### src/rtl/ask_demodulator_if.sv
// ADC-side sample bus and recovered-data outputs of the ASK receiver.
// The slave side is the demodulator; the master side feeds samples.
interface ask_demodulator_if;
    logic [7:0] ad_data;
    logic       ad_clk;
    logic       data_out;
    logic       data_edge;
    logic [6:0] env_level;
    logic       env_valid;

    modport master (
        output ad_data,
        input  ad_clk, data_out, data_edge, env_level, env_valid
    );

    modport slave (
        input  ad_data,
        output ad_clk, data_out, data_edge, env_level, env_valid
    );
endinterface

### src/rtl/ask_demodulator.sv
// ASK receiver: rectify about mid-scale, peak-hold per window, then
// slice the envelope with hysteresis and multi-window confirmation.
module ask_demodulator #(
    parameter int unsigned WIN_LEN = 10,
    parameter int unsigned TH_HIGH = 48,
    parameter int unsigned TH_LOW  = 24,
    parameter int unsigned CONFIRM = 2
) (
    input  logic             sys_clk,
    input  logic             sys_rst_n,
    ask_demodulator_if.slave bus
);

    typedef enum logic [1:0] {
        S_LOW,
        S_PEND_H,
        S_HIGH,
        S_PEND_L
    } state_t;

    localparam logic [7:0] WIN_LAST = 8'(WIN_LEN - 1);
    localparam logic [6:0] TH_H     = 7'(TH_HIGH);
    localparam logic [6:0] TH_L     = 7'(TH_LOW);
    localparam logic [3:0] CONF     = 4'(CONFIRM);

    logic [7:0] ad_q;
    logic [6:0] mag_q;
    logic [6:0] run_max;
    logic [7:0] win_cnt;
    logic [6:0] env_level;
    logic       env_valid;
    logic       data_out;
    logic       data_edge;

    state_t     state, state_n;
    logic [3:0] conf_cnt, conf_n;
    logic       out_n;

    logic [8:0] diff;
    logic [8:0] abs_v;
    logic [6:0] mag_d;
    logic [6:0] peak;
    logic       hi_q;
    logic       lo_q;
    logic [3:0] conf_inc;

    assign bus.ad_clk    = ~sys_clk;
    assign bus.data_out  = data_out;
    assign bus.data_edge = data_edge;
    assign bus.env_level = env_level;
    assign bus.env_valid = env_valid;

    // |ad_q - 128|; a zero sample gives 128, which saturates to 127
    assign diff  = {1'b0, ad_q} - 9'd128;
    assign abs_v = diff[8] ? (~diff + 9'd1) : diff;
    assign mag_d = abs_v[7] ? 7'd127 : abs_v[6:0];
    assign peak  = (mag_q > run_max) ? mag_q : run_max;

    always_ff @(posedge sys_clk or negedge sys_rst_n) begin
        if (!sys_rst_n) begin
            ad_q      <= 8'd128;
            mag_q     <= '0;
            run_max   <= '0;
            win_cnt   <= '0;
            env_level <= '0;
            env_valid <= 1'b0;
        end else begin
            ad_q  <= bus.ad_data;
            mag_q <= mag_d;
            if (win_cnt == WIN_LAST) begin
                win_cnt   <= '0;
                env_level <= peak;
                run_max   <= '0;
                env_valid <= 1'b1;
            end else begin
                win_cnt   <= win_cnt + 8'd1;
                run_max   <= peak;
                env_valid <= 1'b0;
            end
        end
    end

    assign hi_q     = (env_level >= TH_H);
    assign lo_q     = (env_level <= TH_L);
    assign conf_inc = conf_cnt + 4'd1;

    always_comb begin
        state_n = state;
        conf_n  = conf_cnt;
        if (env_valid) begin
            unique case (state)
                S_LOW: begin
                    if (hi_q) begin
                        state_n = (CONF == 4'd1) ? S_HIGH : S_PEND_H;
                        conf_n  = (CONF == 4'd1) ? 4'd0 : 4'd1;
                    end
                end
                S_PEND_H: begin
                    if (hi_q) begin
                        state_n = (conf_inc == CONF) ? S_HIGH : S_PEND_H;
                        conf_n  = (conf_inc == CONF) ? 4'd0 : conf_inc;
                    end else begin
                        state_n = S_LOW;
                        conf_n  = 4'd0;
                    end
                end
                S_HIGH: begin
                    if (lo_q) begin
                        state_n = (CONF == 4'd1) ? S_LOW : S_PEND_L;
                        conf_n  = (CONF == 4'd1) ? 4'd0 : 4'd1;
                    end
                end
                S_PEND_L: begin
                    if (lo_q) begin
                        state_n = (conf_inc == CONF) ? S_LOW : S_PEND_L;
                        conf_n  = (conf_inc == CONF) ? 4'd0 : conf_inc;
                    end else begin
                        state_n = S_HIGH;
                        conf_n  = 4'd0;
                    end
                end
                default: begin
                    state_n = S_LOW;
                    conf_n  = 4'd0;
                end
            endcase
        end
        out_n = (state_n == S_HIGH) || (state_n == S_PEND_L);
    end

    always_ff @(posedge sys_clk or negedge sys_rst_n) begin
        if (!sys_rst_n) begin
            state     <= S_LOW;
            conf_cnt  <= '0;
            data_out  <= 1'b0;
            data_edge <= 1'b0;
        end else begin
            state     <= state_n;
            conf_cnt  <= conf_n;
            data_out  <= out_n;
            data_edge <= out_n ^ data_out;
        end
    end

endmodule
### src/flat_wrapper.sv
// flat-port wrapper written by rule: the top's interface ports become plain ports
module ask_demodulator_flat 
#(
    parameter int unsigned WIN_LEN = 10,
    parameter int unsigned TH_HIGH = 48,
    parameter int unsigned TH_LOW  = 24,
    parameter int unsigned CONFIRM = 2
)
  (sys_clk, sys_rst_n, bus_ad_data, bus_ad_clk, bus_data_out, bus_data_edge, bus_env_level, bus_env_valid);
  ask_demodulator_if bus_i ();
  input  logic sys_clk;
  input  logic sys_rst_n;
  input wire logic [$bits(bus_i.ad_data)-1:0] bus_ad_data;
  output wire logic [$bits(bus_i.ad_clk)-1:0] bus_ad_clk;
  output wire logic [$bits(bus_i.data_out)-1:0] bus_data_out;
  output wire logic [$bits(bus_i.data_edge)-1:0] bus_data_edge;
  output wire logic [$bits(bus_i.env_level)-1:0] bus_env_level;
  output wire logic [$bits(bus_i.env_valid)-1:0] bus_env_valid;
  assign bus_i.ad_data = bus_ad_data;
  assign bus_ad_clk = bus_i.ad_clk;
  assign bus_data_out = bus_i.data_out;
  assign bus_data_edge = bus_i.data_edge;
  assign bus_env_level = bus_i.env_level;
  assign bus_env_valid = bus_i.env_valid;
  ask_demodulator #(.WIN_LEN(WIN_LEN), .TH_HIGH(TH_HIGH), .TH_LOW(TH_LOW), .CONFIRM(CONFIRM)) u_core (.sys_clk(sys_clk), .sys_rst_n(sys_rst_n), .bus(bus_i));
endmodule
### config.mk
export PLATFORM = sky130hd
export DESIGN_NAME = ask_demodulator_flat
export DESIGN_NICKNAME = d
export VERILOG_FILES = /design/src/rtl/ask_demodulator_if.sv /design/src/rtl/ask_demodulator.sv /design/src/flat_wrapper.sv
export SDC_FILE = /design/constraint.sdc
export NUM_CORES = 1
export LEC_CHECK = 0
export ABC_AREA = 1
export CAP_MARGIN = 20
export CORE_ASPECT_RATIO = 0.6
export CORE_UTILIZATION = 61
export CTS_CLUSTER_SIZE = 12
export DETAILED_ROUTE_END_ITERATION = 16
export GPL_TIMING_DRIVEN = 0
export PLACE_DENSITY = 0.84
export SYNTH_ARGS = -nofsm -noshare
export SYNTH_HDL_FRONTEND = slang
export SYNTH_SLANG_ARGS = --single-unit
### constraint.sdc
create_clock -name sys_clk -period 3.2 [get_ports sys_clk]
set_clock_uncertainty 0.1 [all_clocks]
set_input_delay 0.8 -clock sys_clk [delete_from_list [all_inputs] [get_ports sys_clk]]
set_output_delay 0.8 -clock sys_clk [all_outputs]
set_load 0.01 [all_outputs]
-- After elaboration in Yosys (flattened, before gate mapping)
Cells that the tools add are included.
- register bits: 46
- bits of input ports: 10
- word-level logic and storage cells: 52
- $add $sub $neg: 4
- order comparisons: 3
- eq/ne operators: 9
- multiplexer cells: 20
- bitwise gates (word level): 3
- reductions and logical operators: 3
- operators with widths (kind ; count):
    2-to-1 mux 7 bit ; 3
    2-to-1 mux 4 bit ; 5
    adder 8 x 1 -> 8 bit (second input constant) ; 2
    2-to-1 mux 8 bit ; 2
    one-hot mux 4 bit (4 select lines) ; 1
    2-to-1 mux 2 bit ; 7
    subtractor 8 x 8 -> 9 bit (second input constant) ; 1
    equality test 2 bit (second input constant) ; 4
    equality test 8 x 4 -> 1 bit (second input constant) ; 1
    NOT 8 bit ; 1
    one-hot mux 2 bit (4 select lines) ; 1
    greater-or-equal comparator 7 x 6 -> 1 bit (second input constant) ; 1
    > comparator 7 bit ; 1
    less-or-equal comparator 7 x 5 -> 1 bit (second input constant) ; 1
    adder 4 x 1 -> 4 bit (second input constant) ; 1
    equality test 4 x 2 -> 1 bit (second input constant) ; 1
    != test 2 x 1 -> 1 bit (second input constant) ; 2
    AND reduction 3 bit ; 1
    equality test 2 x 1 -> 1 bit (second input constant) ; 1
    zero test 2 bit ; 1
    logical OR 1 bit ; 1
    2-to-1 mux 1 bit ; 1
    NOT 1 bit ; 1
    bitwise XOR 1 bit ; 1

-- Logic depth before layout (Yosys ltp)
- depth in word-level cells: 9
- depth in mapped cells: 10

==> metrics.md <==
| Metric | Value |
|---|---|
| Run status | `completed` |
| # resized after CTS | `1` |
| Number of nets in the finished design | `330` |
| Length of the first detailed-routing pass in iterations | `4` |
| Number of hold-repair buffers added at the cts stage | `0` |
| Endpoint arrival time on the critical path | `2.21 ns` |
| Cell taking the most area after synthesis | `sky130_fd_sc_hd__dfrtp_1` |
| Number of global-route vias before repair | `around 1.7k` |
| Netlist cell types | `25` |
| I/O pins | `21` |
| Power density relative to cell area | `735.9 mW/mm^2` |
| Initial Util | `approximately 67%` |
| Mean Syn Cell Area | `between 8 and 9 um^2` |
| Global route total overflow | `0` |
| Area share of the largest cell type after synthesis | `48.60%` |
| Xor-xnor portion of the synthesized cell area | `under 10%` |
| Core box area | `about 0.0034 mm^2` |
| Remaining number of nets flagged by the antenna check after routing | `0` |
| Clock tree from TritonCTS | `done` |
| Count of final setup violators | `0` |
| Antenna violations before repair | `0` |
| Tightest hold margin | `0.3322 ns` |
| Standard-cell rows | `16` |
| Buffer count from post-CTS setup fixing | `0` |
| Wire length of the first global-routing pass | `7155 um` |
| Seq/Total Area, Yosys | `49.73%` |
| Iter 0 DRT Violations | `84` |
| Simple-gate share of the synthesized area | `31.26%` |
| Critical setup path kind | `clk2out` |
| Placer congestion estimate | `0.8355` |
| Crit-path max FO | `15` |
| Critical path capture point type | `output port` |
| Placed Instances | `346` |
| Final setup TNS | `0 ns` |
| Netlist area before placement | `~0.0023 mm^2` |
| Multiplexer fraction of the synthesized cell area | `0%` |
| Cell count after synthesis | `280` |
| Number of max-cap violations | `0` |
| Count of buffers from port buffering | `20` |
| Adder and majority cell fraction of the synthesized area | `6.479%` |
| Detailed-route via count | `approximately 1.8k` |
| Share of layout cells above drive strength 1 | `a little over 8%` |
| Cells on worst reg2reg path | `10` |
| Number of inserted diodes | `0` |
| Leakage power summed over all cells | `1.445 nW` |
| Final instance count without filler cells | `354` |
| Worst Tran Pin Value | `0.4410 ns` |
| Number of pins with negative max-slew slack in the final report | `0` |
| Startpoint kind of the worst setup timing path | `clock port` |
| Utilization after layout | `77.69%` |
| Area growth from synthesis to layout | `15.44%` |
| Relative slew slack | `70.60%` |
| Largest family of logic cells by synthesized area | `simple AND/OR/NAND/NOR gates` |
| Yosys warns | `0` |
| Clock network latency to the later pin of the worst-skew pair | `0.30 ns` |
| Number of H-tree levels | `2` |
| Class of the tightest hold or removal check | `in2async` |
| Hold Violations, Final | `0` |
| Top cells by area, synth | `sky130_fd_sc_hd__dfrtp_1, sky130_fd_sc_hd__nand2_1, sky130_fd_sc_hd__inv_1` |
| Clock tree buffer depth | `2` |
| Die Span X | `81.57 um` |
| Post-route DRC | `0` |
| Compound-Gate Fraction of Synth Area | `2.052%` |
| Routed wire length | `4053 um` |
| Clock-pin slew reported for the worst setup and hold paths after clock tree synthesis | `0.08 ns` |
| Drt wl/cell | `11.45 um` |
| Maximum vdd drop | `0.0004889 V` |
| Per-cell via count in the routed design | `approximately 5.1` |
| RSZ-0062 raised after global routing | `no` |
| Post-Syn Nets | `302` |
| Root cell of the clock tree | `sky130_fd_sc_hd__clkbuf_8` |
| Num CTS Buffers | `5` |
| Pin count of the biggest net entering global routing | `28` |
| Number of synthesized register bits | `46` |
| Chip height | `49.74 um` |
| Die ar. | `0.004057 mm^2` |
| Total half-perimeter wirelength after legalization and detailed placement | `3074 um` |
| Total global routing track utilization | `about a quarter` |
| Required arrival time at the worst endpoint | `2.30 ns` |
-- critical path, cell delays in order --
cell and delay (ns):
sky130_fd_sc_hd__clkbuf_8 0.14, sky130_fd_sc_hd__clkbuf_8 0.16, sky130_fd_sc_hd__inv_1 0.05, sky130_fd_sc_hd__dlygate4sd2_1 0.25
-- cells in the mapped netlist (all sizes together) --
cell    number
dfstp        1
ha          12
nand2       89
nor3b        1
xnor2        2
o21ai        3
xor2         6
or2          1
o211ai       1
dfrtp       45
nor3         3
nand3       21
inv         44
nand4        5
a21oi        5
buf          1
nand3b       7
nor2        33
-- final cells by class --
class | count | area, um^2
Multi-Input combinational cell | 189 | 992.2
Fill cell | 237 | 768.2
Timing Repair Buffer | 20 | 205.2
Clock buffer | 6 | 77.57
Buffer | 1 | 7.507
Clock inverter | 4 | 22.52
Tap cell | 45 | 56.30
Sequential cell | 46 | 1152
Inverter | 43 | 161.4
-- final timing paths --
kind	startpoint	slack, ns	end
worst max-delay path	sys_clk	0.09	bus_ad_clk
worst min-delay path	sys_rst_n	0.33	u_core.run_max[0]$_DFF_PN0_
worst max register to register	u_core.run_max[6]$_DFF_PN0_	1.39	u_core.bus.env_level[0]$_DFFE_PN0P_
worst min register to register	u_core.ad_q[0]$_DFF_PN0_	0.37	u_core.mag_q[0]$_DFF_PN0_
max in group asynchronous	sys_rst_n	2.19	u_core.mag_q[5]$_DFF_PN0_
min in group sys_clk	u_core.ad_q[0]$_DFF_PN0_	0.37	u_core.mag_q[0]$_DFF_PN0_
-- cells in the final DEF (no fill, tap or decap), types with 4 or more instances in the layout --
cell / count
sky130_fd_sc_hd__nand2_2: 6
sky130_fd_sc_hd__nand3b_1: 7
sky130_fd_sc_hd__inv_1: 44
sky130_fd_sc_hd__clkdlybuf4s50_1: 18
sky130_fd_sc_hd__nand3_1: 19
sky130_fd_sc_hd__clkbuf_8: 5
sky130_fd_sc_hd__ha_1: 12
sky130_fd_sc_hd__a21oi_1: 5
sky130_fd_sc_hd__nor2_1: 30
sky130_fd_sc_hd__dfrtp_1: 45
sky130_fd_sc_hd__xor2_1: 6
sky130_fd_sc_hd__nand2_1: 83
sky130_fd_sc_hd__nand4_1: 4
-- registers in the layout, indices dropped and copies added, names as in the netlist --
name and count:
u_core.bus.data_edge 1, u_core.bus.env_valid 1, u_core.bus.env_level 7, u_core.ad_q 8, u_core.run_max 7, u_core.conf_cnt 4
u_core.bus.data_out 1, u_core.mag_q 7, u_core.win_cnt 8, u_core.state 2
-- logic make-up after synthesis --
logic type / count (synthesis)
AO/OA/AOI/OAI: 9
AND/OR/NAND/NOR: 160
flip-flops: 46
buffers and inverters: 45
adder cells (fa/ha/maj): 12
XOR/XNOR: 8
-- metrics by stage --
stage / instance area (um^2) / power, mW / setup slack (ns)
after floorplan: 2317 / 1.335 / 0.6286
after global placement: 2574 / 1.596 / 0.01977
after detailed placement: 2589 / 1.627 / 0.1590
after CTS: 2675 / 1.977 / 0.07773
after global routing: 2675 / 2.139 / 0.05666
final: 2675 / 1.969 / 0.09297
-- report_power, final --
group          switching [mW]  internal (mW)  leakage, nW
sequential              0.108          0.714        0.548
clock                   0.212          0.168       0.0609
combinational           0.447          0.320        0.836
-- layer usage --
layer	global-route usage [%]	up-vias	routed length, um
met5	0	-	0
met4	7.310	0	46
met3	6.111	7	229
met2	34.17	57	1665
met1	36.69	818	2110
li1	-	926	-
Power figures use the tool's default switching activity.
